### src/rtl/regfile_mp_sb_pkg.sv
// Shared defaults, index/word types and index helpers for the multi-port
// register file with busy scoreboard.
package regfile_pkg;

  localparam int REGFILE_ADDR_WIDTH = 5;
  localparam int REGFILE_WORD_LEN   = 32;
  localparam int REGFILE_NUM_RPORTS = 2;
  localparam int REG_IDX_MAX_W      = 8;

  typedef logic [REGFILE_ADDR_WIDTH-1:0] reg_idx_t;
  typedef logic [REGFILE_WORD_LEN-1:0]   word_t;

  // Callers zero-extend their index, so one helper covers any width up to 8 bits.
  function automatic logic is_zero_idx(input logic [REG_IDX_MAX_W-1:0] idx);
    return (idx == '0);
  endfunction

endpackage

### src/rtl/regfile_mp_sb_if.sv
// Decode/writeback-facing bus of the register file; master is the core side,
// slave is the register file.
interface regfile_mp_sb_if #(
  parameter int ADDR_WIDTH = 5,
  parameter int WORD_LEN   = 32,
  parameter int NUM_RPORTS = 2
);

  logic [NUM_RPORTS*ADDR_WIDTH-1:0]    raddr;
  logic [NUM_RPORTS*WORD_LEN-1:0]      rdata;
  logic [NUM_RPORTS-1:0]               rbusy;
  logic                                wen;
  logic [ADDR_WIDTH-1:0]               waddr;
  logic [WORD_LEN-1:0]                 wdata;
  logic                                issue_valid;
  logic [ADDR_WIDTH-1:0]               issue_rd;
  logic                                issue_ready;
  logic                                flush;
  logic [(2**ADDR_WIDTH)*WORD_LEN-1:0] signal_rf;

  modport master (
    output raddr, wen, waddr, wdata, issue_valid, issue_rd, flush,
    input  rdata, rbusy, issue_ready, signal_rf
  );

  modport slave (
    input  raddr, wen, waddr, wdata, issue_valid, issue_rd, flush,
    output rdata, rbusy, issue_ready, signal_rf
  );

endinterface

### src/rtl/regfile_mp_sb_read_port.sv
// One registered read port: selects zero, same-cycle write bypass or array
// contents, and holds the rdata/rbusy output flops.
module regfile_read_port
  import regfile_pkg::*;
#(
  parameter int ADDR_WIDTH = REGFILE_ADDR_WIDTH,
  parameter int WORD_LEN   = REGFILE_WORD_LEN,
  parameter bit ZERO_REG   = 1'b1,
  parameter bit BYPASS     = 1'b1
) (
  input  logic                  clk,
  input  logic                  reset_n,
  input  logic [ADDR_WIDTH-1:0] raddr_i,
  input  logic [WORD_LEN-1:0]   rf_word_i,
  input  logic                  busy_i,
  input  logic                  wen_i,
  input  logic [ADDR_WIDTH-1:0] waddr_i,
  input  logic [WORD_LEN-1:0]   wdata_i,
  input  logic                  issue_acc_i,
  input  logic [ADDR_WIDTH-1:0] issue_rd_i,
  output logic [WORD_LEN-1:0]   rdata_o,
  output logic                  rbusy_o
);

  logic [WORD_LEN-1:0] rdata_d, rdata_q;
  logic                rbusy_d, rbusy_q;
  logic                hit;
  logic                zero_rd;

  always_comb begin
    hit     = wen_i && (waddr_i == raddr_i);
    zero_rd = ZERO_REG && is_zero_idx(REG_IDX_MAX_W'(raddr_i));
    rdata_d = rf_word_i;
    rbusy_d = busy_i;
    if (zero_rd) begin
      rdata_d = '0;
      rbusy_d = 1'b0;
    end else if (BYPASS && hit) begin
      // A same-cycle accepted issue to this register re-arms busy.
      rdata_d = wdata_i;
      rbusy_d = issue_acc_i && (issue_rd_i == raddr_i);
    end
  end

  always_ff @(posedge clk or negedge reset_n) begin
    if (!reset_n) begin
      rdata_q <= '0;
      rbusy_q <= 1'b0;
    end else begin
      rdata_q <= rdata_d;
      rbusy_q <= rbusy_d;
    end
  end

  assign rdata_o = rdata_q;
  assign rbusy_o = rbusy_q;

endmodule

### src/rtl/regfile_mp_sb.sv
// Multi-port integer register file with hardwired-zero x0, write-first bypass
// and a per-register busy scoreboard for in-flight destinations.
module regfile_mp_sb
  import regfile_pkg::*;
#(
  parameter int ADDR_WIDTH = REGFILE_ADDR_WIDTH,
  parameter int WORD_LEN   = REGFILE_WORD_LEN,
  parameter int NUM_RPORTS = REGFILE_NUM_RPORTS,
  parameter bit ZERO_REG   = 1'b1,
  parameter bit BYPASS     = 1'b1
) (
  input logic           clk,
  input logic           reset_n,
  regfile_mp_sb_if.slave bus
);

  localparam int NREGS = 2**ADDR_WIDTH;

  logic [WORD_LEN-1:0] rf_q [NREGS];
  logic [WORD_LEN-1:0] rf_d [NREGS];
  logic [NREGS-1:0]    busy_q, busy_d;
  logic                wr_eff;
  logic                issue_zero;
  logic                issue_acc;

  logic [WORD_LEN-1:0] rdata_arr [NUM_RPORTS];
  logic                rbusy_arr [NUM_RPORTS];

  always_comb begin
    wr_eff          = bus.wen && !(ZERO_REG && is_zero_idx(REG_IDX_MAX_W'(bus.waddr)));
    issue_zero      = ZERO_REG && is_zero_idx(REG_IDX_MAX_W'(bus.issue_rd));
    bus.issue_ready = issue_zero || !busy_q[bus.issue_rd] ||
                      (bus.wen && (bus.waddr == bus.issue_rd));
    // x0 issues are accepted for handshake purposes but never mark busy.
    issue_acc       = bus.issue_valid && bus.issue_ready && !bus.flush && !issue_zero;
  end

  always_comb begin
    rf_d   = rf_q;
    busy_d = busy_q;
    if (wr_eff) rf_d[bus.waddr] = bus.wdata;
    if (bus.flush) begin
      busy_d = '0;
    end else begin
      if (wr_eff)    busy_d[bus.waddr]    = 1'b0;
      if (issue_acc) busy_d[bus.issue_rd] = 1'b1;
    end
  end

  always_ff @(posedge clk or negedge reset_n) begin
    if (!reset_n) begin
      for (int i = 0; i < NREGS; i++) rf_q[i] <= '0;
      busy_q <= '0;
    end else begin
      rf_q   <= rf_d;
      busy_q <= busy_d;
    end
  end

  for (genvar p = 0; p < NUM_RPORTS; p++) begin : g_rport
    logic [ADDR_WIDTH-1:0] ra;
    assign ra = bus.raddr[p*ADDR_WIDTH +: ADDR_WIDTH];

    regfile_read_port #(
      .ADDR_WIDTH (ADDR_WIDTH),
      .WORD_LEN   (WORD_LEN),
      .ZERO_REG   (ZERO_REG),
      .BYPASS     (BYPASS)
    ) u_port (
      .clk         (clk),
      .reset_n     (reset_n),
      .raddr_i     (ra),
      .rf_word_i   (rf_q[ra]),
      .busy_i      (busy_q[ra]),
      .wen_i       (bus.wen),
      .waddr_i     (bus.waddr),
      .wdata_i     (bus.wdata),
      .issue_acc_i (issue_acc),
      .issue_rd_i  (bus.issue_rd),
      .rdata_o     (rdata_arr[p]),
      .rbusy_o     (rbusy_arr[p])
    );
  end

  always_comb begin
    bus.rdata     = '0;
    bus.rbusy     = '0;
    bus.signal_rf = '0;
    for (int p = 0; p < NUM_RPORTS; p++) begin
      bus.rdata[p*WORD_LEN +: WORD_LEN] = rdata_arr[p];
      bus.rbusy[p]                      = rbusy_arr[p];
    end
    for (int i = 0; i < NREGS; i++) bus.signal_rf[i*WORD_LEN +: WORD_LEN] = rf_q[i];
  end

endmodule

### src/flat_wrapper.sv
// flat-port wrapper written by rule: the top's interface ports become plain ports
module regfile_mp_sb_flat import regfile_pkg::*;
#(
  parameter int ADDR_WIDTH = REGFILE_ADDR_WIDTH,
  parameter int WORD_LEN   = REGFILE_WORD_LEN,
  parameter int NUM_RPORTS = REGFILE_NUM_RPORTS,
  parameter bit ZERO_REG   = 1'b1,
  parameter bit BYPASS     = 1'b1
)
  (clk, reset_n, bus_raddr, bus_wen, bus_waddr, bus_wdata, bus_issue_valid, bus_issue_rd, bus_flush, bus_rdata, bus_rbusy, bus_issue_ready, bus_signal_rf);
  regfile_mp_sb_if #(.ADDR_WIDTH(ADDR_WIDTH), .WORD_LEN(WORD_LEN), .NUM_RPORTS(NUM_RPORTS)) bus_i ();
  input logic clk;
  input logic reset_n;
  input wire logic [$bits(bus_i.raddr)-1:0] bus_raddr;
  input wire logic [$bits(bus_i.wen)-1:0] bus_wen;
  input wire logic [$bits(bus_i.waddr)-1:0] bus_waddr;
  input wire logic [$bits(bus_i.wdata)-1:0] bus_wdata;
  input wire logic [$bits(bus_i.issue_valid)-1:0] bus_issue_valid;
  input wire logic [$bits(bus_i.issue_rd)-1:0] bus_issue_rd;
  input wire logic [$bits(bus_i.flush)-1:0] bus_flush;
  output wire logic [$bits(bus_i.rdata)-1:0] bus_rdata;
  output wire logic [$bits(bus_i.rbusy)-1:0] bus_rbusy;
  output wire logic [$bits(bus_i.issue_ready)-1:0] bus_issue_ready;
  output wire logic [$bits(bus_i.signal_rf)-1:0] bus_signal_rf;
  assign bus_i.raddr = bus_raddr;
  assign bus_i.wen = bus_wen;
  assign bus_i.waddr = bus_waddr;
  assign bus_i.wdata = bus_wdata;
  assign bus_i.issue_valid = bus_issue_valid;
  assign bus_i.issue_rd = bus_issue_rd;
  assign bus_i.flush = bus_flush;
  assign bus_rdata = bus_i.rdata;
  assign bus_rbusy = bus_i.rbusy;
  assign bus_issue_ready = bus_i.issue_ready;
  assign bus_signal_rf = bus_i.signal_rf;
  regfile_mp_sb #(.ADDR_WIDTH(ADDR_WIDTH), .WORD_LEN(WORD_LEN), .NUM_RPORTS(NUM_RPORTS), .ZERO_REG(ZERO_REG), .BYPASS(BYPASS)) u_core (.clk(clk), .reset_n(reset_n), .bus(bus_i));
endmodule
### config.mk
export PLATFORM = sky130hd
export DESIGN_NAME = regfile_mp_sb_flat
export DESIGN_NICKNAME = d
export VERILOG_FILES = /design/src/rtl/regfile_mp_sb_pkg.sv /design/src/rtl/regfile_mp_sb_if.sv /design/src/rtl/regfile_mp_sb_read_port.sv /design/src/rtl/regfile_mp_sb.sv /design/src/flat_wrapper.sv
export SDC_FILE = /design/constraint.sdc
export NUM_CORES = 2
export LEC_CHECK = 0
export BUFFER_PORTS_ARGS = -buffer_cell sky130_fd_sc_hd__buf_4
export CAP_MARGIN = 20
export CORE_AREA = 4 4 441 443
export CTS_BUF_LIST = sky130_fd_sc_hd__clkbuf_8
export CTS_CLUSTER_DIAMETER = 30
export DETAILED_ROUTE_END_ITERATION = 8
export DIE_AREA = 0 0 445 447
export GPL_TIMING_DRIVEN = 0
export SLEW_MARGIN = 25
export SYNTH_ARGS = -nofsm -noshare
export SYNTH_HDL_FRONTEND = slang
export SYNTH_HIERARCHICAL = 1
export SYNTH_SLANG_ARGS = --single-unit
export TNS_END_PERCENT = 1
### constraint.sdc
create_clock -name clk -period 1.8 [get_ports clk]
set_input_delay 0.09 -clock clk [delete_from_list [all_inputs] [get_ports clk]]
set_output_delay 0.09 -clock clk [all_outputs]
set_load 0.05 [all_outputs]
After elaboration in Yosys (flattened, before gate mapping)

Index checks and enable logic that the tools add are counted.

Word-level logic and storage cells: 111
Register bits after elaboration: 1,122
Input port bits: 57

Multiplexer cells: 31
$lt $le $gt $ge: 10
Bitwise operators: 6
Reduce and logical (&&, ||, !) cells: 22
Equality and inequality tests: 5

Operators by type and width:

| kind                 | count |
|---|---|
| $bwmux W1024         | 1 |
| $mux W32             | 13 |
| $bmux W32 S5         | 2 |
| $demux W32 S5        | 1 |
| $and A32 B32 Y32     | 1 |
| $not A32 Y32         | 1 |
| $or A32 B32 Y32      | 1 |
| $eq A5 B5 Y1         | 5 |
| $lt A5 B6 Y1 const B | 4 |
| $logic_not A5 Y1     | 4 |
| $ge A6 B6 Y1 const B | 3 |
| $not A5 Y6           | 3 |
| $bmux W1 S5          | 3 |
| $logic_and A1 B1 Y1  | 12 |
| $demux W1 S5         | 2 |
| $ge A5 B1 Y1 const B | 2 |
| $mux W1              | 9 |
| $lt A6 B1 Y1 const B | 1 |
| $logic_not A1 Y1     | 4 |
| $logic_or A1 B1 Y1   | 2 |

Depth between registers and ports, before layout

Word-level depth: 11
Gate-level depth with buffers: 10
Mapped depth without buffers: 7

Modules after synthesis

Netlist, hierarchy kept.

Modules (own cells, without submodules):

| module            | area each (um^2) | cells an instance | instances | sequential area each (um^2) |
|---|---|---|---|---|
| regfile_mp_sb     | 56,412.9         | 3,433             | 1         | 26,425.3 |
| regfile_read_port | 1,709.1          | 167               | 2         | 825.8 |

Worst setup path after synthesis

OpenSTA, ideal clock, no wires.

Kind: input port to flip-flop
Start: input port bus_raddr[5]
End: register u_core.g_rport[1].u_port.rdata_q[26]
Stages: 8
Slack: -312 ps
Arrival: 1,993 ps
Cell sequence: clkbuf_1 buf_2 buf_4 mux4_2 mux4_2 mux2_2 nand2_1 o21ai_2

Cells in the longest elaborated chain, start to end: 6

RTL lines:

| item                                         | line                          | text |
|---|---|---|
| from (decl)                                  | flat_wrapper.sv:14            | `input wire logic [$bits(bus_i.raddr)-1:0] bus_raddr;` |
| $not A5 Y6 (not written as such)             | regfile_mp_sb.sv:73           | `.rf_word_i (rf_q[ra]),` |
| $bmux W32 S5                                 | regfile_mp_sb.sv:73           |  |
| $mux W32 (not written as such) (2 in series) | regfile_mp_sb.sv:73           |  |
| $mux W32                                     | regfile_mp_sb_read_port.sv:38 | `end else if (BYPASS && hit) begin` |
| $mux W32 *                                   | regfile_mp_sb_read_port.sv:35 | `if (zero_rd) begin` |
| net u_core.g_rport[1].u_port.rdata_d[26]     | regfile_mp_sb_read_port.sv:25 | `logic [WORD_LEN-1:0] rdata_d, rdata_q;` |
| to (signal assigned)                         | regfile_mp_sb_read_port.sv:50 | `rdata_q <= rdata_d;` |
| to (decl)                                    | regfile_mp_sb_read_port.sv:25 |  |

The timed path passes the listed nets; every way through them passes the cells marked *. The select of a mux whose other input is x is not followed.
A chain may end at the register's enable or synchronous reset.

Final worst setup path

Start: register u_core.busy_q[22]
End: output port bus_issue_ready

Cells in the longest elaborated chain, start to end: 5

RTL lines:

| item                             | line                | text |
|---|---|---|
| from (decl)                      | regfile_mp_sb.sv:21 | `logic [NREGS-1:0] busy_q, busy_d;` |
| from (signal assigned)           | regfile_mp_sb.sv:56 | `busy_q <= busy_d;` |
| $bmux W1 S5                      | regfile_mp_sb.sv:32 | `bus.issue_ready = issue_zero \|\| !busy_q[bus.issue_rd] \|\|` |
| $mux W1 (not written as such)    | regfile_mp_sb.sv:32 |  |
| $logic_not A1 Y1                 | regfile_mp_sb.sv:32 |  |
| $logic_or A1 B1 Y1 (2 in series) | regfile_mp_sb.sv:32 |  |
| to (decl)                        | flat_wrapper.sv:23  | `output wire logic [$bits(bus_i.issue_ready)-1:0] bus_issue_ready;` |

Every way passes these cells. The select of a mux whose other input is x is not followed.

==> summary.md <==
| Metric | Value |
|---|---|
| Status | finished, violations left |
| Failing checks | negative hold slack, negative setup slack |
| Starting DRT DRC Count | 5505 |
| Largest net degree at the start of global routing | 132 |
| H-tree depth | 5 |
| First-pass GRT wire length | 482000 um |
| Max Slew Vio Count | 0 |
| Post-synthesis register bit count | 1122 |
| Mapped Cells | 3767 |
| Tcrit/Tclk final | 1.66 |
| Placement Rows | 160 |
| I/O Buffers | 1146 |
| Post-route ant nets | 0 |
| RePlAce Congestion | 0.948 |
| Fill cells | 17.1k |
| Data required, critical path | 1.71 ns |
| Nets@finish | 5499 |
| Worst Tran Pin Value | 1.18 ns |
| Clock Tree Buf Depth | 4 |
| HP Class | input port to asynchronous set/reset pin |
| Detail Placement HPWL | 282000 um |
| CP endpoint kind | primary output |
| Post-Synth Adder-Cell Area | 0 |
| DRC viols | 0 |
| Reg clk slew, reported paths | 0.05 ns |
| Ys async rst share | 1.00 |
| Pre-Repair DR Iteration Count | 7 |
| Core footprint | 0.190 sq mm |
| Area after DPL | 0.0742 sq mm |
| Share of layout cells above drive strength 1 | 0.797 |
| Critical Path AT | 2.90 ns |
| CTS Buf Count | 335 |
| Cell Pwr Density | 1460 mW/mm^2 |
| Simple-gate share of the synthesized area | 0.0270 |
| Multiplexer area fraction after synthesis | 0.451 |
| Syn Nets | 3824 |
| Top Ports | 1148 |
| Syn Std Cell Area | 0.0598 sq mm |
| Final setup margin | -1.19 ns |
| RSZ-0062 raised after global routing | true |
| Critical path peak fanout | 4 |
| CTS tree | yes |
| Setup Viol. Count Final | 871 |
| Final-report hold violation count | 405 |
| CP Launch Type | flip-flop |
| Final wirelength | 372000 um |
| Min Tclk post-route | 2.99 ns |
| Grt total ovfl | 0 |
| CP cell instances | mux4_2, a222oi_1, buf_4, nand3_4, nand3_4, buf_8 |
| Crit Path Category | flip-flop to primary output |
| Post-synthesis compound-gate area fraction | 0.0147 |
| Total track usage | 0.365 |
| Die area | 0.199 sq mm |
| Hold slack final | -0.750 ns |
| Number of flops mapped to enable cells by yosys | 0 |
| Vias | 49.4k |
| Sum Neg Setup Slack | -175.55 ns |
| Synth Warn # | 6 |
| Starting Density | 0.315 |
| Max-Cap Viols | 0 |
| Vias/cell | 5.99 |
| Clock Sinks | 1122 |
| Post-DR wirelength/cell | 45.2 um |
| Design Area, Final | 0.0856 sq mm |
| Relative slew slack | 0.216 |
| Root buffer cell | clkbuf_8 |
| Initial antenna violation count | 34 |
| Worst slack at placement | -1.88 ns |
| Sequential fraction of the synthesis area | 0.469 |
| Synth cell types | 41 |
| Synth Area in XOR/XNOR | 0.00366 |
| Slowest CP cell | mux4_2 |
| Post-synth top flop | dfrtp_1 |
| Leak Pwr | 37.4 nW |
| Layout Skew | 0.0929 ns |
| Top cell by count, worst path | nand3_4 |
| Finished Core Util | 0.451 |
| Worst path max stage delay | 0.50 ns |
| Layout area overhead | 43.1% |
| Largest family of logic cells by synthesized area | multiplexers |
| Vias in the first global route | 49.4k |
| Die Wd | 445 um |
| VDD IR max | 0.00103 V |
| Worst-Skew Late Latency | 1.08 ns |
| Fmax | 334 MHz |
| Synth Area per Inst | 15.9 sq um |
| Die Height | 447 um |
final cells by class:
| cell class | instances | area [sq um] | area share |
|---|---|---|---|
| Clock buffer | 412 | 5670 | 0.0662 |
| Tap cell | 2511 | 3140 | 0.0367 |
| Timing Repair Buffer | 1338 | 13200 | 0.154 |
| Multi-Input combinational cell | 2183 | 30200 | 0.353 |
| Buffer | 450 | 2740 | 0.0320 |
| Clock inverter | 186 | 1680 | 0.0196 |
| Antenna cell | 19 | 47.5 | 0.000555 |
| Inverter | 12 | 45.0 | 0.000526 |
| Sequential cell | 1122 | 28900 | 0.338 |
cells by family (layout without fill, tap and decap cells):
logic type,count (synthesis),count (layout)
simple gates,310,310
mux,1734,1734
xor+xnor,25,25
compound gates,114,114
flops,1122,1122
buf+inv,462,2398
other cells,0,19
per-layer routing:
| layer | vias to the layer above | routed length [um] | global-route usage |
|---|---|---|---|
| met5 | - | 43 | 0 |
| met4 | 6 | 33700 | 0.278 |
| met3 | 1053 | 40500 | 0.135 |
| met2 | 3536 | 166000 | 0.552 |
| met1 | 26500 | 132000 | 0.423 |
| li1 | 18300 | - | - |
registers in the layout, indices dropped and copies added, names as in the netlist:
signal,cells
u_core/bus.signal_rf,1024
u_core/busy_q,32
u_core/g_rport.u_port/rbusy_o,2
u_core/g_rport.u_port/rdata_o,64
what timing repair did:
action | CTS | global route
buffers inserted | 26 | 9
hold endpoints to repair | 1565 | 407
pin swaps | 5 | 10
endpoints found under the setup margin | 1325 | 2143
gates resized for setup | 604 | 210
hold buffers | 100 | 1
report_power, final:
group / internal (mW) / switching, mW
clock: 25.1 / 14.6
combinational: 17.6 / 30.5
sequential: 30.7 / 6.23
metrics by stage:
stage,total power [mW],std cells
after CTS,124,8204
after floorplan,62.8,3767
after detailed placement,81.9,7480
after global routing,128,8224
final,125,8233
after global placement,81.2,7424
worst paths after layout:
| kind | to | cells past startpoint | slack, ns | start |
|---|---|---|---|---|
| worst max-delay path | bus_issue_ready | 6 | -1.19 | u_core/busy_q[22] |
| worst min-delay path | u_core/g_rport[0].u_port/rdata_o[3] | 4 | -0.75 | reset_n |
| worst max register to register | u_core/g_rport[0].u_port/rbusy_o | 8 | -0.89 | u_core/busy_q[22] |
| worst min register to register | u_core/bus.signal_rf[0] | 1 | 0.51 | u_core/bus.signal_rf[0] |
| max in group asynchronous | u_core/bus.signal_rf[273] | 8 | -0.34 | reset_n |
| min in group clk | u_core/bus.signal_rf[256] | 5 | 0.09 | bus_waddr[1] |
synthesized netlist by cell type, drive strengths merged, types with 6 or more instances:
master	number	area, sq um
dfrtp	1122	28100
mux2	1058	11900
mux4	662	14900
clkbuf	289	1090
buf	161	943
nand2	108	405
nand4	91	569
o21ai	77	611
nor2	42	158
xor2	20	175
a32oi	18	158
nor3b	15	113
a21oi	14	70.1
mux2i	14	140
inv	11	41.3
nand3	9	45.0
nand3b	8	60.1
nor3	7	35.0
nor2b	6	37.5
critical path: cells and delay by family, from the launching register on:
kind            cells  cell delay (ns)
mux                 1             0.50
flops               1             0.42
buf+inv             2             0.35
compound gates      1             0.33
simple gates        2             0.27
placed cells by master, fill, tap and decap left out, drive strengths merged, types with 6 or more instances in the layout:
cell	Yosys	final
nand3	9	9
bufinv	0	32
nand2	108	108
mux2i	14	14
a21oi	14	14
dfrtp	1122	1122
mux2	1058	1058
clkinvlp	0	14
buf	161	1383
mux4	662	662
nor3b	15	15
clkinv	1	64
o21ai	77	77
dlygate4sd3	0	96
nand4	91	91
inv	11	88
diode	0	19
nor2b	6	6
nor2	42	42
clkbuf	289	720
a32oi	18	18
nor3	7	7
xor2	20	20
nand3b	8	8
Power figures use the tool's default switching activity.
